===== src/rtl/lfsr_gen.sv =====
// Configurable Fibonacci/Galois LFSR pattern generator with ready/valid output,
// all-zero lockup detection, and a wrap pulse when the sequence returns to its seed.
module lfsr_gen #(
   parameter int NBITS = 16,
   parameter int CNT_W = 32
) (
   input  logic             clk,
   input  logic             rst,
   input  logic [127:0]     data,
   input  logic             load,
   input  logic [NBITS-1:0] taps,
   input  logic             mode,
   input  logic             en,
   input  logic             ready,
   output logic [NBITS-1:0] q,
   output logic             valid,
   output logic             lockup,
   output logic             wrap,
   output logic [CNT_W-1:0] count
);

   if (NBITS < 2 || NBITS > 128) begin : g_bad_nbits
      $error("lfsr_gen: NBITS must be in 2..128");
   end

   typedef enum logic [1:0] {IDLE = 2'd0, RUN = 2'd1, LOCK = 2'd2} state_t;

   state_t           state, state_nxt;
   logic [NBITS-1:0] seed_r, taps_r;
   logic             mode_r;
   logic [NBITS-1:0] seed_in;
   logic [NBITS-1:0] fib_nxt, gal_nxt, q_step;
   logic             step, hit;

   assign seed_in = data[NBITS-1:0];

   // Upper seed bits are intentionally ignored.
   if (NBITS < 128) begin : g_unused_data
      logic unused_data;
      assign unused_data = ^data[127:NBITS];
   end

   assign fib_nxt = {q[NBITS-2:0], ^(q & taps_r)};
   assign gal_nxt = (q >> 1) ^ (q[0] ? taps_r : '0);
   assign q_step  = mode_r ? gal_nxt : fib_nxt;
   assign step    = (state == RUN) && en && ready;
   assign hit     = (q_step == seed_r);

   always_ff @(posedge clk) begin
      if (!rst) state <= IDLE;
      else      state <= state_nxt;
   end

   always_comb begin
      state_nxt = state;
      if (load) begin
         state_nxt = (seed_in == '0) ? LOCK : RUN;
      end else begin
         case (state)
            IDLE:    state_nxt = IDLE;
            RUN:     if (step && q_step == '0) state_nxt = LOCK;
            LOCK:    state_nxt = LOCK;
            default: state_nxt = IDLE;
         endcase
      end
   end

   always_comb begin
      valid  = (state == RUN);
      lockup = (state == LOCK);
   end

   // Load wins over a step; in IDLE/LOCK q simply holds its zero value.
   always_ff @(posedge clk) begin
      if (!rst) begin
         q      <= '0;
         seed_r <= '0;
         taps_r <= '0;
         mode_r <= 1'b0;
         count  <= '0;
         wrap   <= 1'b0;
      end else if (load) begin
         q      <= seed_in;
         seed_r <= seed_in;
         taps_r <= taps;
         mode_r <= mode;
         count  <= '0;
         wrap   <= 1'b0;
      end else if (step) begin
         q      <= q_step;
         wrap   <= hit;
         count  <= hit ? '0 : count + CNT_W'(1);
      end else begin
         wrap   <= 1'b0;
      end
   end

endmodule


===== config.mk =====
export PLATFORM = sky130hd
export DESIGN_NAME = lfsr_gen
export DESIGN_NICKNAME = d
export VERILOG_FILES = /design/src/rtl/lfsr_gen.sv
export SDC_FILE = /design/constraint.sdc
export NUM_CORES = 1
export LEC_CHECK = 0
export ABC_AREA = 0
export CAP_MARGIN = 10
export CORE_ASPECT_RATIO = 0.8
export CORE_UTILIZATION = 44
export DETAILED_ROUTE_END_ITERATION = 10
export GPL_TIMING_DRIVEN = 1
export PLACE_DENSITY = 0.92
export SLEW_MARGIN = 15
export SYNTH_ARGS = -nofsm -noshare
export SYNTH_HDL_FRONTEND = slang
export SYNTH_SLANG_ARGS = --single-unit

===== constraint.sdc =====
create_clock -name clk -period 4 [get_ports clk]
set_input_delay 0.4 -clock clk [delete_from_list [all_inputs] [get_ports clk]]
set_output_delay 0.4 -clock clk [all_outputs]
set_load 0.02 [all_outputs]

# Word-level counts from Yosys, hierarchy flattened
# Cells that the tools add are included.
# totals
input_bits	150
out_inout_bits	51
ff_bits	84
elab_cells	34
# op_classes
muxes	9
addsub	1
eq_ne	4
bitwise	4
n_reduce_logical	9
# ops
cell	n
16-bit two-way mux	4
32-bit by 1-bit adder with 32-bit output, second input constant	1
16-bit zero test	2
32-bit two-way mux	1
16-bit AND	1
16-bit == test	1
16-bit parity	1
15-bit by 16-bit XOR with 16-bit output	1
2-bit two-way mux	3
2-bit one-hot mux with 2 select lines	1
1-bit logical AND	3
3-bit by 2-bit inequality test with 1-bit output, second input constant	1
3-bit OR reduction	1
2-bit by 1-bit == test with 1-bit output, second input constant	1
2-bit == test, second input constant	1
1-bit NOT	2
2-bit nonzero test	1
2-bit OR reduction	1

# Depth between registers and ports, before layout
# depth
ltp_word	8
mapped_depth	12
mapped_depth_nobuf	9

# Worst setup path after synthesis
# OpenSTA, ideal clock, no wires.
# synth_timing
kind	register -> register
start	register q[0]
end	register count[24]
stages_incl_launch_ff	13
required_ns	3.885
setup_time_ns	0.115
synth_period_minus_slack_ns	2.421
path_buffers	3
setup_slack_ns	1.579
arrival_ns	2.306
cell_sequence	dfxtp_1 buf_4 nand3b_1 a31o_2 xnor2_1 nor4_1 nand4_1 nor4_1 mux2i_1 o21bai_2 buf_4 buf_6 nor2_1
# synth_via
elab_chain_len	5
word_cells_on_any_way	7
cone_classes	eq/ne (1); mux (3); bitwise (2); reduce/logical (1)
# synth_rtl
item	line	rtl
start: declaration	15	output logic [NBITS-1:0] q,
start signal: assignment	83	q <= seed_in;
start signal: assignment	90	q <= q_step;
16-bit AND or 16-bit two-way mux (tied branches)	43, 44	
16-bit parity or 15-bit by 16-bit XOR with 16-bit output (tied branches)	43, 44	
16-bit two-way mux (*)	45	assign q_step = mode_r ? gal_nxt : fib_nxt;
16-bit == test (*)	47	assign hit = (q_step == seed_r);
32-bit two-way mux (*)	92	count <= hit ? '0 : count + CNT_W'(1);
end signal: assignment	92	
end: declaration	19	output logic [CNT_W-1:0] count
# Every way passes the cells marked *; elsewhere a longest branch is shown, timed or not.
# A chain may end at the register's enable or synchronous reset.

# Worst setup path after layout
# layout_timing
start	register q[0]
end	register count[17]
# The elaborated chain is that of the path after synthesis.

==> results by group <==
Power
  • Clock power share: 39.2%
  • Static leakage: 1.98 nW
  • P_sw: around 0.0005 W
  • Sequential power share: a little under half
  • Combinational power share: between 10% and 20%
  • Internal power: 0.00143 W
  • Pwr dens: between 300 and 400 nW/um^2
  • Peak supply drop: around 0.23 mV
  • Sw frac: 26.2%

Setup path
  • Reg2reg start: q[0]
  • CP required: 4.21 ns
  • Crit path kind: register to register
  • Crit path DAT: ~3.4 ns
  • CP Capture Type: register
  • Worst Setup SP: q[0]
  • CP Launch Type: register
  • Worst Path Max Fanout: 29

Yosys
  • Top_reg_cell synth: dfxtp_1
  • Top cell type's share of synthesized area: 40.3%
  • Average footprint of a synthesized cell: 8.16 um^2
  • EDFF count, synth: 0
  • Synthesized Nets: 665
  • Synth area leader: dfxtp_1
  • Asr flop ratio synth: 0%
  • Top cells by area, synth: dfxtp_1, nor2_1, mux2i_1
  • Cell Area, Synth: 4180 um^2
  • Post-Syn Instances: 512
  • Count of different cell masters after synthesis: 33
  • Seq cells post-synth: 84
  • Register area share after synthesis: roughly 40%
  • Top-count cell post-synth: nor2_1
  • Commonest cells in the netlist: nor2_1, dfxtp_1, nand2_1
  • Synth warn: 0

Timing
  • Worst-Margin Slew: 0.908 ns
  • Setup Skew: 0.00483 ns
  • Final setup viols: 0
  • RSZ-0062 raised after global routing: false
  • Max transition margin: 38.9%
  • Fmax: roughly 0.31 GHz
  • Worst hold margin: 0.511 ns
  • Final worst setup slack: 0.807 ns
  • Final period util: 79.8%
  • Slew Limit Fails: 0
  • Setup tns final: 0 ns
  • Min Clock Period, post-route: 3.19 ns
  • Final Hold Fails: 0

Run status
  • Outcome: completed

Placed design
  • Port Buffer Count: 88
  • Placement Setup Slack: between 0.9 and 1 ns
  • HPWL Detailed: around 8.4 mm
  • Gpl congestion: between 0.9 and 1

Hold path
  • HP Class: register to register
  • Hold Path Origin: count[1]

Global routing
  • Grt total ovfl: 0
  • First-pass GRT wire length: 18.5 mm
  • Largest net degree at the start of global routing: 62
  • Vias in the first global route: 3750
  • Overall Global Routing Usage: 23.8%
  • Initial antenna violation count: 0

Clock network
  • Htree depth: 3
  • CTS max path bufs: 2
  • Worst-path clk slew: roughly 0.060 ns
  • Clock root cell: clkbuf_16
  • Clk_lat worst skew: 0.33 ns
  • CTS buffer count: 9
  • Cts repair resizes: 0
  • Cts hold-fix bufs: 0
  • CTS tree: done
  • Post-CTS setup buffer count: 0
  • Sinks on Clock Net: 84

Detailed routing
  • Vias post-DR: 3926
  • DR pass1 iterations: 5
  • Routed Antenna Nets: 0
  • DRC: 0
  • Total Wirelength: 11.4 mm
  • DRT iter0 DRCs: 336
  • Vias/cell: about 5.5
  • Routed len/inst: 15.9 um

Floorplanning
  • DIE AREA: 9890 um^2
  • IO Count: 201
  • Site Rows: 31
  • Die Width: 111 um
  • Initial cell density of the core: approximately 46%
  • Die Ht: 89.1 um
  • CORE AREA: between 9000 and 10000 um^2

Flow run
  • Max-cap violations: 0

Final layout
  • Share of cells above drive strength 1: under 10%
  • P&R area growth vs syn: 29.6%
  • N_diodes: 0
  • FILL cells: slightly below 800
  • # nets final: 747
[metrics by stage]
step	instances	power [W]	util [%]	area, um^2
2_1_floorplan	512	0.00108	-	4180
3_3_place_gp	698	0.00119	56.4	5140
3_5_place_dp	698	0.00119	56.4	5140
4_1_cts	714	0.00195	59.4	5410
5_1_grt	714	0.00202	59.4	5410
6_report	714	0.00194	59.4	5410
[state kept, by name, indices dropped and copies added, names as in the netlist]
register and flops:
count 32, mode_r 1, q 16, seed_r 16, state 2, taps_r 16
wrap 1
[metal layers]
metal  global-route usage (%)  part of all wire, %  vias to the layer above
li1                         -                    -                     1883
met1                     32.2                   45                     1826
met2                     36.9                   43                      201
met3                     5.83                   10                       16
met4                     9.45                  2.1                        0
met5                        0                    0                        -
[area by class of cell]
| class | count | area (um^2) | area share, % |
|---|---|---|---|
| Multi-Input combinational cell | 397 | 2360 | 43.5 |
| Sequential cell | 84 | 1680 | 31.1 |
| Timing Repair Buffer | 96 | 936 | 17.3 |
| Clock buffer | 12 | 246 | 4.55 |
| Tap cell | 115 | 144 | 2.66 |
| Clock inverter | 4 | 25.0 | 0.462 |
| Inverter | 6 | 22.5 | 0.416 |
[power by group through the flow]
stage          clock [W]  sequential [W]  combinational, W
2_1_floorplan          0        0.000921          0.000162
3_3_place_gp           0        0.000923          0.000263
3_5_place_dp           0        0.000925          0.000269
4_1_cts         0.000773        0.000907          0.000271
5_1_grt         0.000810        0.000911          0.000298
6_report        0.000761        0.000909          0.000274
[cells by family after synthesis]
family / share of synthesized area (%)
compound gates: 8.06
buf+inv: 3.33
flops: 40.3
mux: 8.87
xor+xnor: 14.5
fa+ha+maj: 0.899
simple gates: 24.1
[worst paths after layout]
check / endpoint / slack, ns / cells after the start
worst max-delay path: count[17] / 0.81 / 11
worst min-delay path: count[1] / 0.51 / 2
worst max register to register: count[17] / 0.81 / 11
worst min register to register: count[1] / 0.51 / 2
[worst max-delay path: stages (launching register included)]
cell and delay (ns):
dfxtp_1 0.62, buf_4 0.27, nand2_1 0.09, xor2_1 0.15, a21oi_1 0.39, xnor2_1 0.24, nand4_1 0.17, nor4_1 0.30
mux2i_1 0.23, o21bai_2 0.17, buf_4 0.31, nor2_1 0.10
[cell usage in the layout, fill, tap and decap left out, types with 2 or more instances in the layout]
| master | n |
|---|---|
| nor2_1 | 105 |
| clkdlybuf4s50_1 | 87 |
| dfxtp_1 | 84 |
| nand2_1 | 69 |
| xor2_1 | 38 |
| mux2i_1 | 37 |
| a21oi_1 | 36 |
| xnor2_1 | 31 |
| nand4_1 | 14 |
| nor4_1 | 11 |
| nand3_1 | 10 |
| clkbuf_16 | 9 |
| buf_4 | 8 |
| nor3_1 | 7 |
| and3_1 | 6 |
| inv_1 | 4 |
| a31oi_1 | 4 |
| a21bo_2 | 4 |
| nand3b_1 | 4 |
| a211oi_1 | 4 |
| o21ai_0 | 3 |
| and4_1 | 3 |
| ha_1 | 3 |
| nor2b_1 | 2 |
| clkinv_1 | 2 |
| clkinvlp_4 | 2 |
| clkinv_2 | 2 |
| clkbuf_1 | 2 |
(Power assumes the default switching activity.)
